$ cat src/rtl/flag_branch_unit.sv
// rtl/flag_branch_unit.sv - comparator flag latch, conditional branch resolution and PC owner
// Define BR_STATS_EN to add saturating taken_cnt / wait_cnt statistics outputs.
`timescale 1ns/1ps
module flag_branch_unit #(
  parameter int ADDR_W       = 10,
  parameter int RESET_PC     = 0,
  parameter int FLUSH_CYCLES = 2
) (
  input  logic              clk,
  input  logic              clear,
  input  logic              ZF,
  input  logic              CF,
  input  logic              flag_valid,
  input  logic              br_valid,
  input  logic [2:0]        br_op,
  input  logic [ADDR_W-1:0] br_target,
  output logic              br_ready,
  input  logic              pc_en,
  output logic [ADDR_W-1:0] pc_out,
  output logic              br_taken,
  output logic              flush,
  output logic [1:0]        flags_out
`ifdef BR_STATS_EN
  ,
  output logic [15:0]       taken_cnt,
  output logic [15:0]       wait_cnt
`endif
);

  typedef enum logic [1:0] {
    S_RUN   = 2'd0,
    S_WAIT  = 2'd1,
    S_FLUSH = 2'd2
  } state_t;

  localparam logic [2:0] OP_JMP = 3'b000;
  localparam logic [2:0] OP_NOP = 3'b111;

  // The counter is loaded with one less than the window so it reaches zero in the last flush cycle.
  localparam logic [3:0] FLUSH_LOAD = (FLUSH_CYCLES > 0) ? 4'(FLUSH_CYCLES - 1) : 4'd0;

  state_t              r_state;
  state_t              w_state_nxt;
  logic [ADDR_W-1:0]   r_pc;
  logic                r_zf;
  logic                r_cf;
  logic                r_fv;
  logic [2:0]          r_op;
  logic [ADDR_W-1:0]   r_target;
  logic                r_taken;
  logic [3:0]          r_flush_cnt;

  logic                w_eff_zf;
  logic                w_eff_cf;
  logic                w_accept;
  logic                w_resolve;
  logic                w_defer;
  logic                w_take;
  logic [2:0]          w_op;
  logic [ADDR_W-1:0]   w_tgt;

  function automatic logic cond_met(input logic [2:0] op, input logic zf, input logic cf);
    case (op)
      3'b000:  cond_met = 1'b1;
      3'b001:  cond_met = zf;
      3'b010:  cond_met = !zf;
      3'b011:  cond_met = cf;
      3'b100:  cond_met = !cf;
      3'b101:  cond_met = !cf && !zf;
      3'b110:  cond_met = cf || zf;
      default: cond_met = 1'b0;
    endcase
  endfunction

  // Incoming flags bypass the latch so a compare and a branch may land in the same cycle.
  always_comb begin
    w_eff_zf  = flag_valid ? ZF : r_zf;
    w_eff_cf  = flag_valid ? CF : r_cf;
    w_accept  = br_valid && (r_state == S_RUN);
    w_resolve = 1'b0;
    w_defer   = 1'b0;
    w_op      = br_op;
    w_tgt     = br_target;
    case (r_state)
      S_RUN: begin
        if (w_accept) begin
          if ((br_op == OP_JMP) || (br_op == OP_NOP) || r_fv || flag_valid) begin
            w_resolve = 1'b1;
          end else begin
            w_defer = 1'b1;
          end
        end
      end
      S_WAIT: begin
        w_op      = r_op;
        w_tgt     = r_target;
        w_resolve = flag_valid;
      end
      default: ;
    endcase
    w_take = w_resolve && cond_met(w_op, w_eff_zf, w_eff_cf);
  end

  always_ff @(posedge clk or negedge clear) begin
    if (!clear) begin
      r_state <= S_RUN;
    end else begin
      r_state <= w_state_nxt;
    end
  end

  always_comb begin
    w_state_nxt = r_state;
    case (r_state)
      S_RUN: begin
        if (w_take && (FLUSH_CYCLES != 0)) begin
          w_state_nxt = S_FLUSH;
        end else if (w_defer) begin
          w_state_nxt = S_WAIT;
        end
      end
      S_WAIT: begin
        if (w_take && (FLUSH_CYCLES != 0)) begin
          w_state_nxt = S_FLUSH;
        end else if (w_resolve) begin
          w_state_nxt = S_RUN;
        end
      end
      S_FLUSH: begin
        if (r_flush_cnt == 4'd0) begin
          w_state_nxt = S_RUN;
        end
      end
      default: w_state_nxt = S_RUN;
    endcase
  end

  always_comb begin
    br_ready = (r_state == S_RUN);
    flush    = (r_state == S_FLUSH);
  end

  always_ff @(posedge clk or negedge clear) begin
    if (!clear) begin
      r_pc        <= ADDR_W'(RESET_PC);
      r_zf        <= 1'b0;
      r_cf        <= 1'b0;
      r_fv        <= 1'b0;
      r_op        <= 3'b000;
      r_target    <= '0;
      r_taken     <= 1'b0;
      r_flush_cnt <= 4'd0;
    end else begin
      r_taken <= w_take;
      if (flag_valid) begin
        r_zf <= ZF;
        r_cf <= CF;
        r_fv <= 1'b1;
      end
      if (w_defer) begin
        r_op     <= br_op;
        r_target <= br_target;
      end
      // An accepted branch wins over pc_en; WAIT and FLUSH ignore pc_en entirely.
      if (w_take) begin
        r_pc <= w_tgt;
      end else if (w_resolve) begin
        r_pc <= r_pc + ADDR_W'(1);
      end else if ((r_state == S_RUN) && !w_accept && pc_en) begin
        r_pc <= r_pc + ADDR_W'(1);
      end
      if (w_take) begin
        r_flush_cnt <= FLUSH_LOAD;
      end else if ((r_state == S_FLUSH) && (r_flush_cnt != 4'd0)) begin
        r_flush_cnt <= r_flush_cnt - 4'd1;
      end
    end
  end

  assign pc_out    = r_pc;
  assign br_taken  = r_taken;
  assign flags_out = {r_cf, r_zf};

`ifdef BR_STATS_EN
  logic [15:0] r_taken_cnt;
  logic [15:0] r_wait_cnt;

  always_ff @(posedge clk or negedge clear) begin
    if (!clear) begin
      r_taken_cnt <= 16'd0;
      r_wait_cnt  <= 16'd0;
    end else begin
      if (w_take && (r_taken_cnt != 16'hFFFF)) begin
        r_taken_cnt <= r_taken_cnt + 16'd1;
      end
      if ((r_state == S_WAIT) && (r_wait_cnt != 16'hFFFF)) begin
        r_wait_cnt <= r_wait_cnt + 16'd1;
      end
    end
  end

  assign taken_cnt = r_taken_cnt;
  assign wait_cnt  = r_wait_cnt;
`endif

endmodule

$ cat config.mk
export PLATFORM = sky130hd
export DESIGN_NAME = flag_branch_unit
export DESIGN_NICKNAME = d
export VERILOG_FILES = /design/src/rtl/flag_branch_unit.sv
export SDC_FILE = /design/constraint.sdc
export NUM_CORES = 1
export LEC_CHECK = 0
export BUFFER_PORTS_ARGS = -buffer_cell sky130_fd_sc_hd__buf_2
export CAP_MARGIN = 20
export CELL_PAD_IN_SITES_DETAIL_PLACEMENT = 1
export CELL_PAD_IN_SITES_GLOBAL_PLACEMENT = 2
export CORE_UTILIZATION = 34
export DETAILED_ROUTE_END_ITERATION = 6
export PLACE_DENSITY = 0.81
export SLEW_MARGIN = 15
export SYNTH_ARGS = -nofsm -noshare
export SYNTH_HDL_FRONTEND = slang
export SYNTH_SLANG_ARGS = --single-unit
$ cat constraint.sdc
create_clock -name clk -period 2.9 [get_ports clk]
set_clock_uncertainty 0.1 [all_clocks]
set_input_delay 0.29 -clock clk [delete_from_list [all_inputs] [get_ports clk]]
set_output_delay 0.29 -clock clk [all_outputs]
set_load 0.03 [all_outputs]
**Word level (Yosys, flattened, before mapping)**

Cells that the tools add are included.

- Add/sub/neg operators: 2
- $mul: 0
- Div/mod/pow operators: 0
- Magnitude comparators: 0
- Equality and inequality tests: 12
- Shift-type cells: 0
- Multiplexer cells: 22
- Bitwise logic cells: 0
- Reductions and logical operators: 21

Operator list:

| operator | count |
|---|---|
| 10-bit two-way mux | 4 |
| 3-bit equality test, second input constant | 4 |
| 10-bit by 1-bit adder with 10-bit output, second input constant | 1 |
| 2-bit two-way mux | 5 |
| 4-bit two-way mux | 2 |
| 1-bit two-way mux | 7 |
| 1-bit case mux with 7 select lines | 1 |
| 3-bit by 2-bit equality test with 1-bit output, second input constant | 2 |
| 1-bit logical AND | 6 |
| 3-bit logical NOT | 2 |
| 2-bit case mux with 3 select lines | 1 |
| 4-bit logical NOT | 1 |
| 1-bit logical OR | 4 |
| 4-bit nonzero test | 1 |
| 4-bit by 1-bit subtractor with 4-bit output, second input constant | 1 |
| 3-bit by 1-bit equality test with 1-bit output, second input constant | 1 |
| 1-bit logical NOT | 3 |
| 3-bit two-way mux | 1 |
| 3-bit by 1-bit != test with 1-bit output, second input constant | 1 |
| 3-bit != test, second input constant | 1 |
| 3-bit AND reduction | 1 |
| 3-bit nonzero test | 1 |
| 2-bit by 1-bit equality test with 1-bit output, second input constant | 1 |
| 2-bit equality test, second input constant | 1 |
| 4 further kinds | 4 |

- Flip-flop bits (word level): 33
- Latch bits: 0
- RAM bits: 0
- Bits in read-only memories: 0
- Bits of input ports: 20
- Memories kept: 0

**Depth between registers and ports, before layout**

Gate-level depths: netlist of the first run.

- Depth after elaboration: 10
- Depth in mapped cells: 10
- Mapped depth without buffers: 7

**Worst setup path before layout of the first run**

OpenSTA, ideal clock, no wires.

- Path kind: reg-to-reg
- Start point: reg r_state[1]
- End point: reg r_flush_cnt[3]
- Arrival time: 2.043 ns
- Required time: 2.682 ns
- Path slack: 0.638 ns
- Cell stages (with the launch flop): 8
- Path buffers: 1
- Period minus slack after synthesis: 2.262 ns
- Path through: dfrtp_1 -> buf_2 -> nor2b_1 -> a21boi_1 -> inv_1 -> or4_1 -> xor2_1 -> nor2_1

- Elaborated cells on any way between the ends: 19
- Classes of those cells: eq/ne (8); mux (5); reduce/logical (6)

RTL lines:

| item | line | RTL |
|---|---|---|
| start, declared | 42 | `state_t r_state;` |
| start signal, assigned | 108 | `r_state <= w_state_nxt;` |
| 2-bit equality test | -- |  |
| via flush | 21 | `output logic flush,` |
| 1-bit logical AND | 174 | `end else if ((r_state == S_FLUSH) && (r_flush_cnt != 4'd0)) begin` |
| 2-bit nonzero test (no line) | -- |  |
| end signal, assigned | 175 | `r_flush_cnt <= r_flush_cnt - 4'd1;` |
| end, declared | 51 | `logic [3:0] r_flush_cnt;` |

The timed path passes the listed nets, and every way through them passes these cells.
A chain may end at the register's enable or synchronous reset.

**Worst setup path in the final report of the first run**

- Start point: reg r_state[0]
- End point: reg r_pc[3] (netlist: pc_out[3])

- Word-level cells in the longest chain between the ends: 6
- Elaborated cells on any way between the ends: 22
- Classes of those cells: eq/ne (7); mux (7); reduce/logical (8)

Ends and longest elaborated chain:

| item | line | RTL |
|---|---|---|
| 2-bit by 1-bit equality test with 1-bit output / 2-bit logical NOT (equally long branches) | 84, 79, 169 |  |
| 3-bit two-way mux / 1-bit logical AND (equally long branches) | 84, 79 |  |
| 3-bit equality test, or another cell as far along | 63 | `case (op)` |
| 1-bit case mux with 7 select lines, or another cell as far along | 63 |  |
| 1-bit logical AND, or another cell as far along | 101 | `w_take = w_resolve && cond_met(w_op, w_eff_zf, w_eff_cf);` |
| 3-bit nonzero test (no line) / 10-bit two-way mux (equally long branches) | -- |  |
| end signal, assigned | 145 | `r_pc <= ADDR_W'(RESET_PC);` |
| end signal, assigned | 166 | `r_pc <= w_tgt;` |
| end signal, assigned | 168 | `r_pc <= r_pc + ADDR_W'(1);` |
| end, declared | 44 | `logic [ADDR_W-1:0] r_pc;` |

Parallel ways exist; a longest one is shown, timed or not.

==> results of run 1 <==
[area by class of cell]
cell class / count / area [µm²]
Fill cell: 632 / 3040
Sequential cell: 33 / 826
Timing Repair Buffer: 38 / 200
Clock buffer: 8 / 80.1
Inverter: 7 / 26.3
Multi-Input combinational cell: 135 / 950
Tap cell: 70 / 87.6
[logic make-up after synthesis]
family | synth area share
buf+inv | 0.0521
mux | 0.182
xor+xnor | 0.0140
fa+ha+maj | 0.0200
compound gates | 0.103
flops | 0.441
simple gates | 0.188
[flip-flops by register name, indices dropped and copies added (netlist names)]
register	count
r_zf	1
r_flush_cnt	4
r_state	2
r_op	3
pc_out	10
r_target	10
r_fv	1
r_cf	1
br_taken	1
[synthesized netlist by cell type, drive strengths merged, types with 2 or more instances]
cell    instances
nand2          25
xor2            2
a211oi          2
a21oi           8
buf             9
nand3b          3
inv             7
nor2           16
mux2i          15
o311ai          2
clkbuf          2
o22a            5
ha              3
nor3            5
nand2b          2
nand3           9
and3            3
dfrtp          33
mux2           17
nor2b           2
a22oi           3
[power by group through the flow]
| stage | clock [µW] | sequential [µW] | combinational [µW] |
|---|---|---|---|
| after floorplan | 0 | 783 | 411 |
| after global placement | 0 | 692 | 692 |
| after detailed placement | 0 | 697 | 701 |
| after CTS | 344 | 689 | 706 |
| after global routing | 361 | 709 | 775 |
| final | 329 | 687 | 692 |
[how the worst max path moves through the flow]
stage	endpoint	slack [ns]	depth (start not counted)
after floorplan	r_flush_cnt[3]$_DFFE_PN0P_	0.64	7
after global placement	pc_out[3]$_DFFE_PN0P_	0.52	8
after detailed placement	pc_out[3]$_DFFE_PN0P_	0.42	8
after CTS	pc_out[3]$_DFFE_PN0P_	0.41	8
after global routing	pc_out[3]$_DFFE_PN0P_	0.23	8
final	pc_out[3]$_DFFE_PN0P_	0.42	8
[per-stage QoR]
step / cell area, µm² / setup slack, ns / util / hold WS [ns]
2_1_floorplan: 1870 / 0.638 / - / -0.106
3_3_place_gp: 2090 / 0.517 / 0.401 / 0.319
3_5_place_dp: 2090 / 0.418 / 0.401 / 0.321
4_1_cts: 2170 / 0.407 / 0.417 / 0.0199
5_1_grt: 2170 / 0.231 / 0.417 / 0.0518
6_report: 2170 / 0.418 / 0.417 / -0.0128
[routing by layer]
metal	wire length (µm)	part of all wire	vias to the layer above
met4	25	0.0060	0
met3	124	0.030	2
li1	-	-	718
met5	0	0	-
met2	2050	0.50	24
met1	1940	0.47	703
[worst reg2reg max path, stage by stage, from the launching register on]
cell and delay, ns:
sky130_fd_sc_hd__dfrtp_1 0.48, sky130_fd_sc_hd__nor2b_4 0.29, sky130_fd_sc_hd__mux2i_1 0.31, sky130_fd_sc_hd__o22ai_1 0.13, sky130_fd_sc_hd__a22oi_2 0.26, sky130_fd_sc_hd__nand4_4 0.20
sky130_fd_sc_hd__buf_4 0.28, sky130_fd_sc_hd__mux2i_1 0.13, sky130_fd_sc_hd__o22a_1 0.19
==> impl_results.rst, run 1 <==
.. list-table::
   :header-rows: 1

   * - Metric
     - Value
   * - Floorplan die area
     - 0.00581 mm²
   * - Post-route worst hold slack
     - -0.0128 ns
   * - Num CTS Buffers
     - 5
   * - Most used cell, CP
     - sky130_fd_sc_hd__mux2i_1
   * - PortBufs
     - 34
   * - Residual DRC
     - 0
   * - R2R cell count
     - 8
   * - Fin crit share
     - 0.856
   * - Max frequency
     - 403 MHz
   * - Count of nets after finishing
     - 243
   * - Overall routed net length
     - 4.14 mm
   * - Count of endpoints failing hold in the final timing report
     - 27
   * - Overall die width
     - 76.2 µm
   * - Final period demand of the worst path
     - 2.48 ns
   * - Maximum buffer depth of the clock tree
     - 2
   * - Library cell contributing the largest single delay on the critical path
     - sky130_fd_sc_hd__dfrtp_1
   * - Cell taking the most area after synthesis
     - sky130_fd_sc_hd__dfrtp_1
   * - Power dissipated by switching net loads
     - 715 µW
   * - Cell Chain, Critical Path
     - nor2b_4 > mux2i_1 > o22ai_1 > a22oi_2 > nand4_4 > buf_4 > mux2i_1 > o22a_1
   * - Global router's overall resource usage
     - 0.153
   * - Number of synthesis warnings
     - 0
   * - Part of the total power dissipated in sequential elements
     - 0.402
   * - Dominant cells by area after synthesis
     - sky130_fd_sc_hd__dfrtp_1 44%, sky130_fd_sc_hd__mux2_2 10%, sky130_fd_sc_hd__mux2i_1 8.0%, sky130_fd_sc_hd__nand2_1 5.0%, sky130_fd_sc_hd__nor2_1 3.2%
   * - GRT Max-Usage Layer
     - met2
   * - Peak VDD IR
     - 0.000357 V
   * - Reg2reg end
     - pc_out[3]$_DFFE_PN0P_
   * - Routability Congestion
     - 0.804
   * - Arrival time worst endpoint
     - 2.54 ns
   * - Clock latency reported for the late side of the worst-skew pair
     - 0.27 ns
   * - Clock edge transition at the registers on the reported setup and hold paths
     - 0.07 ns
   * - Post-Syn Nets
     - 209
   * - Number of diodes added for antenna fixing
     - 0
   * - Logic gate share of total power
     - 0.405
   * - Pleak
     - 0.00102 µW
   * - Reg-to-reg slack, setup
     - 0.42 ns
   * - Largest net degree at the start of global routing
     - 34
   * - Post-route antenna net violation count
     - 0
   * - Count of unique library cells instantiated by Yosys
     - 39
   * - CTS H-tree depth
     - 2
   * - Worst Tran Pin Value
     - 0.764 ns
   * - Kind of path behind the tightest hold check
     - in -> async
   * - Sequential share of the synthesized area
     - 0.441
   * - # resized after CTS
     - 0
   * - Post-DR wirelength/cell
     - 14.2 µm
   * - Commonest non-fill, non-tap cell in the layout
     - sky130_fd_sc_hd__buf_2
   * - Violated checks
     - hold timing
   * - Clk network pwr share
     - 0.193
   * - Max Fanout on Critical Path
     - 17
   * - Post-synth EDFFs
     - 0
   * - Via density per instance
     - 4.97
   * - Total power consumption of the routed design
     - 1710 µW
   * - Met2 track demand over resource
     - 0.247
   * - Number of design-rule violations left by the first detailed-router iteration
     - 73
   * - RR Startpoint
     - r_state[0]$_DFFE_PN0P_
   * - Estimated wirelength of the detail-placed design
     - 3.12 mm
   * - Post-synthesis cell area
     - 0.00187 mm²
   * - First-pass GRT wire length
     - 7.11 mm
   * - Number of iterations in the first detailed-routing pass
     - 4
   * - First element of the critical path
     - r_state[0]$_DFFE_PN0P_
   * - Height of the die
     - 76.2 µm
   * - Commonest cells after routing, fill and taps aside
     - 34 x sky130_fd_sc_hd__buf_2, 33 x sky130_fd_sc_hd__dfrtp_1, 25 x sky130_fd_sc_hd__nand2_1, 17 x sky130_fd_sc_hd__mux2_2, 16 x sky130_fd_sc_hd__nor2_1
   * - Post-CTS Hold Buffers
     - 0
   * - Number of synthesized register bits
     - 33
   * - Relative area change from synthesis to final layout
     - 15.8%
   * - Fraction of final layout cells with drive strength greater than 1
     - 0.290
   * - Count of pins on the block boundary
     - 35
   * - Filler-free cell count of the finished design
     - 291
   * - Root buffer selected by CTS
     - sky130_fd_sc_hd__clkbuf_8
   * - Post-Syn Instances
     - 186
   * - Worst Path Class, Setup
     - reg -> reg
   * - Internal
     - 992 µW
   * - Synth Flop Type
     - sky130_fd_sc_hd__dfrtp_1
   * - CTS tree
     - yes
   * - Clock sink total
     - 33
   * - Synthesized area divided by synthesized cell count
     - 10.1 µm²
   * - Bufs and invs on worst path
     - 1
   * - Post CTS Setup Buffer Count
     - 0
   * - Met1 routing resource usage after global routing
     - 0.209
   * - CP top delay family
     - compound AO/OA/AOI/OAI gates
   * - Via count of the first global-routing pass
     - 1443
   * - Slowest stage delay, CP
     - 0.48 ns
   * - DR vias
     - 1447
   * - Portion of synthesized cell area occupied by the leading cell type
     - 0.441
   * - Share of flip-flops with an asynchronous set or reset
     - 1.00
   * - Total negative setup slack
     - 0 ns
   * - M3 GR Usage
     - 0.0311
   * - Switching portion of total power
     - 0.419
   * - Placed instance count
     - 283
   * - RSZ-0062 raised after global routing
     - no
   * - Max-capacitance violation count
     - 0
   * - Starting density of the core
     - 0.360
   * - Initial antenna violation count
     - 0
   * - Number of slew-limit violations in the final report
     - 0
   * - Total power divided by cell area
     - 787 mW/mm²
   * - Number of placement rows
     - 26
   * - Total congestion overflow
     - 0
   * - CP Capture Type
     - register
   * - Normalized max-slew margin
     - 0.491
   * - Required arrival time at the worst endpoint
     - 2.96 ns
   * - Core footprint
     - 0.00520 mm²
   * - Type of element launching the critical path
     - register
   * - Result of the run
     - complete, but fails checks
   * - Endpoints failing setup
     - 0
Note: power is estimated with default switching activity, not from simulation.
==> inputs of run 2 (changes only) <==
--- a/config.mk
+++ b/config.mk
@@ -11,7 +11,7 @@
 export CELL_PAD_IN_SITES_GLOBAL_PLACEMENT = 2
 export CORE_UTILIZATION = 34
 export DETAILED_ROUTE_END_ITERATION = 6
-export PLACE_DENSITY = 0.81
+export PLACE_DENSITY = 0.88
 export SLEW_MARGIN = 15
 export SYNTH_ARGS = -nofsm -noshare
 export SYNTH_HDL_FRONTEND = slang
==> impl_results.rst, run 2 (same netlist as run 1, synthesis figures left out) <==
.. list-table::
   :header-rows: 1

   * - Metric
     - Value
   * - Result of the run
     - finished, final reports clean
   * - Core footprint
     - 0.00520 mm² (unchanged)
   * - Overall routed net length
     - 4.34 mm (+4.8%)
   * - Clk network pwr share
     - 0.208 (+0.015)
   * - Required arrival time at the worst endpoint
     - 2.98 ns (+0.02 ns)
   * - CTS tree
     - yes
   * - Pleak
     - 0.00103 µW (+0.88%)
   * - Logic gate share of total power
     - 0.399 (-0.006)
   * - Arrival time worst endpoint
     - 2.69 ns (+0.15 ns)
   * - Post-placement cell area
     - 0.00209 mm² (unchanged)
   * - Via density per instance
     - 5.10 (+2.6%)
   * - Num CTS Buffers
     - 5 (unchanged)
   * - Number of diodes added for antenna fixing
     - 0 (unchanged)
   * - Number of placement rows
     - 26 (unchanged)
   * - Maximum buffer depth of the clock tree
     - 2 (unchanged)
   * - DR vias
     - 1484 (+2.6%)
   * - Type of element launching the critical path
     - register
   * - Via count of the first global-routing pass
     - 1580 (+9.5%)
   * - Count of pins on the block boundary
     - 35 (unchanged)
   * - CTS H-tree depth
     - 2 (unchanged)
   * - Routability Congestion
     - 0.768 (-4.4%)
   * - Number of iterations in the first detailed-routing pass
     - 4 (unchanged)
   * - Post-DR wirelength/cell
     - 14.9 µm (+4.8%)
   * - Total congestion overflow
     - 0 (unchanged)
   * - Setup WS post-layout
     - 0.290 ns (-0.128 ns)
   * - Normalized max-slew margin
     - 0.489 (-0.00188)
   * - Root buffer selected by CTS
     - sky130_fd_sc_hd__clkbuf_8
   * - Clock edge transition at the registers on the reported setup and hold paths
     - 0.07 ns (about the same)
   * - Global router's overall resource usage
     - 0.173 (+0.0196)
   * - Fraction of final layout cells with drive strength greater than 1
     - 0.294 (+0.00452)
   * - Max Fanout on Critical Path
     - 15 (-2)
   * - Power dissipated by switching net loads
     - 727 µW (+1.6%)
   * - Total negative setup slack
     - 0 ns (unchanged)
   * - Count of endpoints failing hold in the final timing report
     - 0 (-100%)
   * - Final design utilization
     - 0.420 (+0.00312)
   * - Relative area change from synthesis to final layout
     - 16.7%
   * - Post-route antenna net violation count
     - 0 (unchanged)
   * - RSZ-0062 raised after global routing
     - no
   * - First-pass GRT wire length
     - 7.89 mm (+11%)
   * - Residual DRC
     - 0 (unchanged)
   * - Floorplan die area
     - 0.00581 mm² (unchanged)
   * - Kind of path behind the tightest hold check
     - in -> reg
   * - Number of design-rule violations left by the first detailed-router iteration
     - 63 (-14%)
   * - Estimated wirelength of the detail-placed design
     - 3.04 mm (-2.8%)
   * - Fin crit share
     - 0.900 (+0.0440)
   * - Height of the die
     - 76.2 µm (unchanged)
   * - Largest net degree at the start of global routing
     - 34 (unchanged)
   * - PortBufs
     - 34 (unchanged)
   * - Internal
     - 1010 µW (+1.8%)
   * - Initial antenna violation count
     - 0 (unchanged)
   * - Commonest non-fill, non-tap cell in the layout
     - sky130_fd_sc_hd__buf_2
   * - Max frequency
     - 383 MHz (-4.9%)
   * - Final period demand of the worst path
     - 2.61 ns (+0.128 ns)
   * - Clock sink total
     - 33 (unchanged)
   * - Overall die width
     - 76.2 µm (unchanged)
   * - Total power consumption of the routed design
     - 1740 µW (+1.7%)
   * - Commonest cells after routing, fill and taps aside
     - 34 x sky130_fd_sc_hd__buf_2, 33 x sky130_fd_sc_hd__dfrtp_1, 25 x sky130_fd_sc_hd__nand2_1, 17 x sky130_fd_sc_hd__mux2_2, 16 x sky130_fd_sc_hd__nor2_1
   * - Clock latency reported for the late side of the worst-skew pair
     - 0.29 ns (+0.02 ns)
   * - Pre-CTS setup slack
     - 0.320 ns (-0.0975 ns)
   * - Max-capacitance violation count
     - 0 (unchanged)
   * - Count of nets after finishing
     - 244 (+0.41%)
   * - Starting density of the core
     - 0.360 (unchanged)
   * - Switching portion of total power
     - 0.419 (about the same)
   * - Part of the total power dissipated in sequential elements
     - 0.393 (-0.009)
   * - Worst Tran Pin Value
     - 0.767 ns (+0.00281 ns)
   * - Number of slew-limit violations in the final report
     - 0 (unchanged)
   * - CP Capture Type
     - register
   * - Worst Path Class, Setup
     - reg -> reg
   * - Total power divided by cell area
     - 794 mW/mm² (+0.94%)
   * - Endpoints failing setup
     - 0 (unchanged)
   * - Final std cell area, no fill
     - 0.00219 mm² (+0.75%)
   * - Peak VDD IR
     - 0.000454 V (+27%)
==> run 2: changes by cell type in the layout (fill, tap and decap cells not counted), sizes merged <==
cell,before,now
dlygate4sd3,0,1
clkbuf,8,7
==> run 2: power groups by stage <==
stage               combinational (µW)  clock (µW)  sequential [µW]
floorplan                          411           0              783
global placement                   688           0              690
detailed placement                 695           0              692
CTS                                703         369              684
global route                       778         386              708
finish                             693         361              683
==> run 2: final cells by class <==
cell class | count | area [µm²]
Fill cell | 633 | 3020
Multi-Input combinational cell | 135 | 950
Sequential cell | 33 | 826
Timing Repair Buffer | 39 | 210
Tap cell | 70 | 87.6
Clock buffer | 7 | 86.3
Inverter | 7 | 26.3
==> run 2: worst max-delay path: stages, from the launching register on <==
cell and delay [ns]:
sky130_fd_sc_hd__dfrtp_1 0.49, sky130_fd_sc_hd__nor2b_4 0.36, sky130_fd_sc_hd__mux2i_1 0.33, sky130_fd_sc_hd__o22ai_1 0.14, sky130_fd_sc_hd__a22oi_2 0.25, sky130_fd_sc_hd__nand4_4 0.21
sky130_fd_sc_hd__buf_4 0.28, sky130_fd_sc_hd__mux2i_1 0.13, sky130_fd_sc_hd__o22a_1 0.20
==> run 2: final timing paths <==
| path | startpoint | depth (start not counted) | to | slack [ns] |
|---|---|---|---|---|
| worst max-delay path | r_state[0]$_DFFE_PN0P_ | 8 | pc_out[3]$_DFFE_PN0P_ | 0.29 |
| worst min-delay path | br_target[3] | 2 | r_target[3]$_DFFE_PN0P_ | 0.14 |
| worst max register to register | r_state[0]$_DFFE_PN0P_ | 8 | pc_out[3]$_DFFE_PN0P_ | 0.29 |
| worst min register to register | r_fv$_DFFE_PN0P_ | 1 | r_fv$_DFFE_PN0P_ | 0.35 |
| max in group asynchronous | clear | 2 | br_taken$_DFF_PN0_ | 1.69 |
| min in group asynchronous | clear | 2 | r_op[0]$_DFFE_PN0P_ | 0.51 |
==> run 2: layer usage <==
layer	up-vias	GRT usage	part of all wire
li1	725	-	-
met1	732	0.221	0.47
met2	21	0.277	0.48
met3	6	0.0431	0.032
met4	0	0.0750	0.020
met5	-	0	0
==> run 2: timing repair <==
item,4_1_cts,5_1_grt
hold buffers,1,0
hold endpoints to repair,24,0
setup buffers,0,0
gates resized for setup,0,0
==> run 2: per-stage QoR <==
stage,hold slack [ns],std cells
floorplan,-0.106,186
global placement,0.314,283
detailed placement,0.312,283
CTS,0.137,291
global route,0.141,291
finish,0.144,291
==> inputs of run 3 (changes only) <==
--- a/config.mk
+++ b/config.mk
@@ -9,8 +9,10 @@
 export CAP_MARGIN = 20
 export CELL_PAD_IN_SITES_DETAIL_PLACEMENT = 1
 export CELL_PAD_IN_SITES_GLOBAL_PLACEMENT = 2
+export CORE_MARGIN = 2
 export CORE_UTILIZATION = 34
 export DETAILED_ROUTE_END_ITERATION = 6
+export GPL_TIMING_DRIVEN = 0
 export PLACE_DENSITY = 0.88
 export SLEW_MARGIN = 15
 export SYNTH_ARGS = -nofsm -noshare
==> impl_results.rst, run 3 (same netlist as run 1, synthesis figures left out) <==
.. list-table::
   :header-rows: 1

   * - Metric
     - Value
   * - Global router's overall resource usage
     - 0.167 (-0.00580)
   * - Peak VDD IR
     - 0.000341 V (-25%)
   * - Clock edge transition at the registers on the reported setup and hold paths
     - 0.06 ns (about the same)
   * - First element of the critical path
     - r_state[1]$_DFFE_PN0P_
   * - Endpoints failing setup
     - 0 (unchanged)
   * - CP top delay family
     - compound AO/OA/AOI/OAI gates
   * - Pleak
     - 0.00104 µW (+1.2%)
   * - Largest net degree at the start of global routing
     - 34 (unchanged)
   * - First-pass GRT wire length
     - 7.96 mm (+0.87%)
   * - Overall routed net length
     - 4.51 mm (+3.9%)
   * - Count of nets after finishing
     - 250 (+2.5%)
   * - Required arrival time at the worst endpoint
     - 2.95 ns (-0.03 ns)
   * - Library cell contributing the largest single delay on the critical path
     - sky130_fd_sc_hd__dfrtp_1
   * - Commonest cells after routing, fill and taps aside
     - 37 x sky130_fd_sc_hd__buf_2, 33 x sky130_fd_sc_hd__dfrtp_1, 25 x sky130_fd_sc_hd__nand2_1, 17 x sky130_fd_sc_hd__mux2_2, 16 x sky130_fd_sc_hd__nor2_1
   * - Post CTS Setup Buffer Count
     - 0 (unchanged)
   * - Clk network pwr share
     - 0.192 (-0.016)
   * - Initial antenna violation count
     - 0 (unchanged)
   * - Via density per instance
     - 5.20 (+2.0%)
   * - Root buffer selected by CTS
     - sky130_fd_sc_hd__clkbuf_8
   * - Capturing element of the worst setup path
     - pc_out[8]$_DFFE_PN0P_
   * - Power dissipated by switching net loads
     - 745 µW (+2.5%)
   * - Most used cell, CP
     - sky130_fd_sc_hd__buf_2
   * - Max Fanout on Critical Path
     - 10 (-5)
   * - Post-DR wirelength/cell
     - 15.0 µm (+0.80%)
   * - Slowest stage delay, CP
     - 0.37 ns (-0.12 ns)
   * - Total congestion overflow
     - 0 (unchanged)
   * - Part of the total power dissipated in sequential elements
     - 0.387 (-0.006)
   * - Commonest non-fill, non-tap cell in the layout
     - sky130_fd_sc_hd__buf_2
   * - Internal
     - 1000 µW (-1.0%)
   * - Residual DRC
     - 0 (unchanged)
   * - Number of placement rows
     - 27 (+3.8%)
   * - Bufs and invs on worst path
     - 2 (+1)
   * - Result of the run
     - complete, but fails checks
   * - Normalized max-slew margin
     - 0.480 (-0.00918)
   * - Post-route antenna net violation count
     - 0 (unchanged)
   * - Via count of the first global-routing pass
     - 1652 (+4.6%)
   * - CTS H-tree depth
     - 2 (unchanged)
   * - Count of pins on the block boundary
     - 35 (unchanged)
   * - Switching portion of total power
     - 0.427 (+0.00839)
   * - Met2 wire len
     - 2.20 mm (+6.0%)
   * - Type of element launching the critical path
     - register
   * - CTS tree
     - yes
   * - Worst Path Class, Setup
     - reg -> reg
   * - Worst Tran Pin Value
     - 0.780 ns (+0.0138 ns)
   * - Floorplan die area
     - 0.00612 mm² (+5.3%)
   * - CP Capture Type
     - register
   * - Starting density of the core
     - 0.347 (-0.0133)
   * - Clock sink total
     - 33 (unchanged)
   * - RSZ-0062 raised after global routing
     - no
   * - Arrival time worst endpoint
     - 2.59 ns (-0.10 ns)
   * - Post-route worst hold slack
     - -0.0180 ns (-0.162 ns)
   * - Levels on crit path
     - 9 (+1)
   * - Post-CTS Hold Buffers
     - 0 (-1)
   * - Relative area change from synthesis to final layout
     - 18.2%
   * - Number of slew-limit violations in the final report
     - 0 (unchanged)
   * - Wire length on met3
     - 140 µm (+0.72%)
   * - Height of the die
     - 78.2 µm (+2.6%)
   * - Logic gate share of total power
     - 0.421 (+0.022)
   * - PortBufs
     - 34 (unchanged)
   * - Routability Congestion
     - 0.798 (+3.9%)
   * - Fraction of final layout cells with drive strength greater than 1
     - 0.298 (+0.00413)
   * - Max frequency
     - 393 MHz (+2.6%)
   * - Number of diodes added for antenna fixing
     - 0 (unchanged)
   * - RR Startpoint
     - r_state[1]$_DFFE_PN0P_
   * - Fin crit share
     - 0.877 (-0.0231)
   * - Placed instance count
     - 292 (+3.2%)
   * - Cell Chain, Critical Path
     - buf_2 > nand2b_1 > a31oi_1 > o221ai_1 > a22oi_2 > nand4_4 > buf_2 > a22oi_1 > o311ai_1
   * - Maximum buffer depth of the clock tree
     - 2 (unchanged)
   * - Number of iterations in the first detailed-routing pass
     - 4 (unchanged)
   * - Max layer used
     - met4
   * - Number of design-rule violations left by the first detailed-router iteration
     - 60 (-4.8%)
   * - Filler-free cell count of the finished design
     - 300 (+3.1%)
   * - Num CTS Buffers
     - 5 (unchanged)
   * - Kind of path behind the tightest hold check
     - in -> async
   * - Routed metal-1 wire length
     - 2.09 mm (+2.8%)
   * - Total power divided by cell area
     - 788 mW/mm² (-0.80%)
   * - Estimated wirelength of the detail-placed design
     - 3.34 mm (+9.8%)
   * - Total negative setup slack
     - 0 ns (unchanged)
   * - Max-capacitance violation count
     - 0 (unchanged)
   * - # resized after CTS
     - 0 (unchanged)
   * - R2R cell count
     - 9 (+1)
   * - Core footprint
     - 0.00541 mm² (+3.8%)
   * - Clock latency reported for the late side of the worst-skew pair
     - 0.28 ns (about the same)
   * - Final period demand of the worst path
     - 2.54 ns (-0.0671 ns)
   * - Count of endpoints failing hold in the final timing report
     - 31 (+31)
   * - Overall die width
     - 78.2 µm (+2.6%)
   * - Reg2reg end
     - pc_out[8]$_DFFE_PN0P_
   * - Reg-to-reg slack, setup
     - 0.36 ns (+0.07 ns)
   * - DR vias
     - 1560 (+5.1%)
   * - Violated checks
     - hold timing
==> run 3: layer usage <==
metal,vias to the layer above,global-route usage
met1,786,0.218
met4,0,0.0579
met3,6,0.0368
met2,26,0.274
li1,742,-
met5,-,0
==> run 3: power groups by stage <==
stage | clock network (µW) | logic [µW] | registers, µW
after floorplan | 0 | 411 | 783
after global placement | 0 | 717 | 677
after detailed placement | 0 | 743 | 684
after CTS | 349 | 749 | 676
after global routing | 370 | 815 | 692
final | 335 | 735 | 674
==> run 3: worst min-delay path by stage <==
stage	from	endpoint	slack, ns	cells past startpoint
global placement	clear	r_flush_cnt[3]$_DFFE_PN0P_	0.31	1
CTS	clear	pc_out[0]$_DFFE_PN0P_	0.005	1
detailed placement	clear	br_taken$_DFF_PN0_	0.32	1
global route	clear	pc_out[0]$_DFFE_PN0P_	0.03	1
floorplan	clear	br_taken$_DFF_PN0_	-0.11	0
finish	clear	br_taken$_DFF_PN0_	-0.02	1
==> run 3: area by class of cell <==
type,count,area (µm²)
plain buffers,11,71.3
multi-input cells,135,950
well taps,72,90.1
clock buffers,8,80.1
inverters,7,26.3
fillers,638,3190
flip-flops and latches,33,826
repair buffers,34,170
==> run 3: through the flow <==
step                      setup slack, ns   util  cell area (µm²)  total power [µW]
after floorplan                     0.638      -             1870              1190
after global placement              0.476  0.395             2130              1390
after detailed placement            0.355  0.395             2130              1430
after CTS                           0.342  0.409             2210              1770
after global routing               0.0756  0.409             2210              1880
final                               0.358  0.409             2210              1740
==> run 3: worst reg2reg max path, cell delays in order (launching register included) <==
cell	delay, ns
sky130_fd_sc_hd__dfrtp_1	0.37
sky130_fd_sc_hd__buf_2	0.17
sky130_fd_sc_hd__nand2b_1	0.31
sky130_fd_sc_hd__a31oi_1	0.30
sky130_fd_sc_hd__o221ai_1	0.16
sky130_fd_sc_hd__a22oi_2	0.21
sky130_fd_sc_hd__nand4_4	0.21
sky130_fd_sc_hd__buf_2	0.27
sky130_fd_sc_hd__a22oi_1	0.20
sky130_fd_sc_hd__o311ai_1	0.13
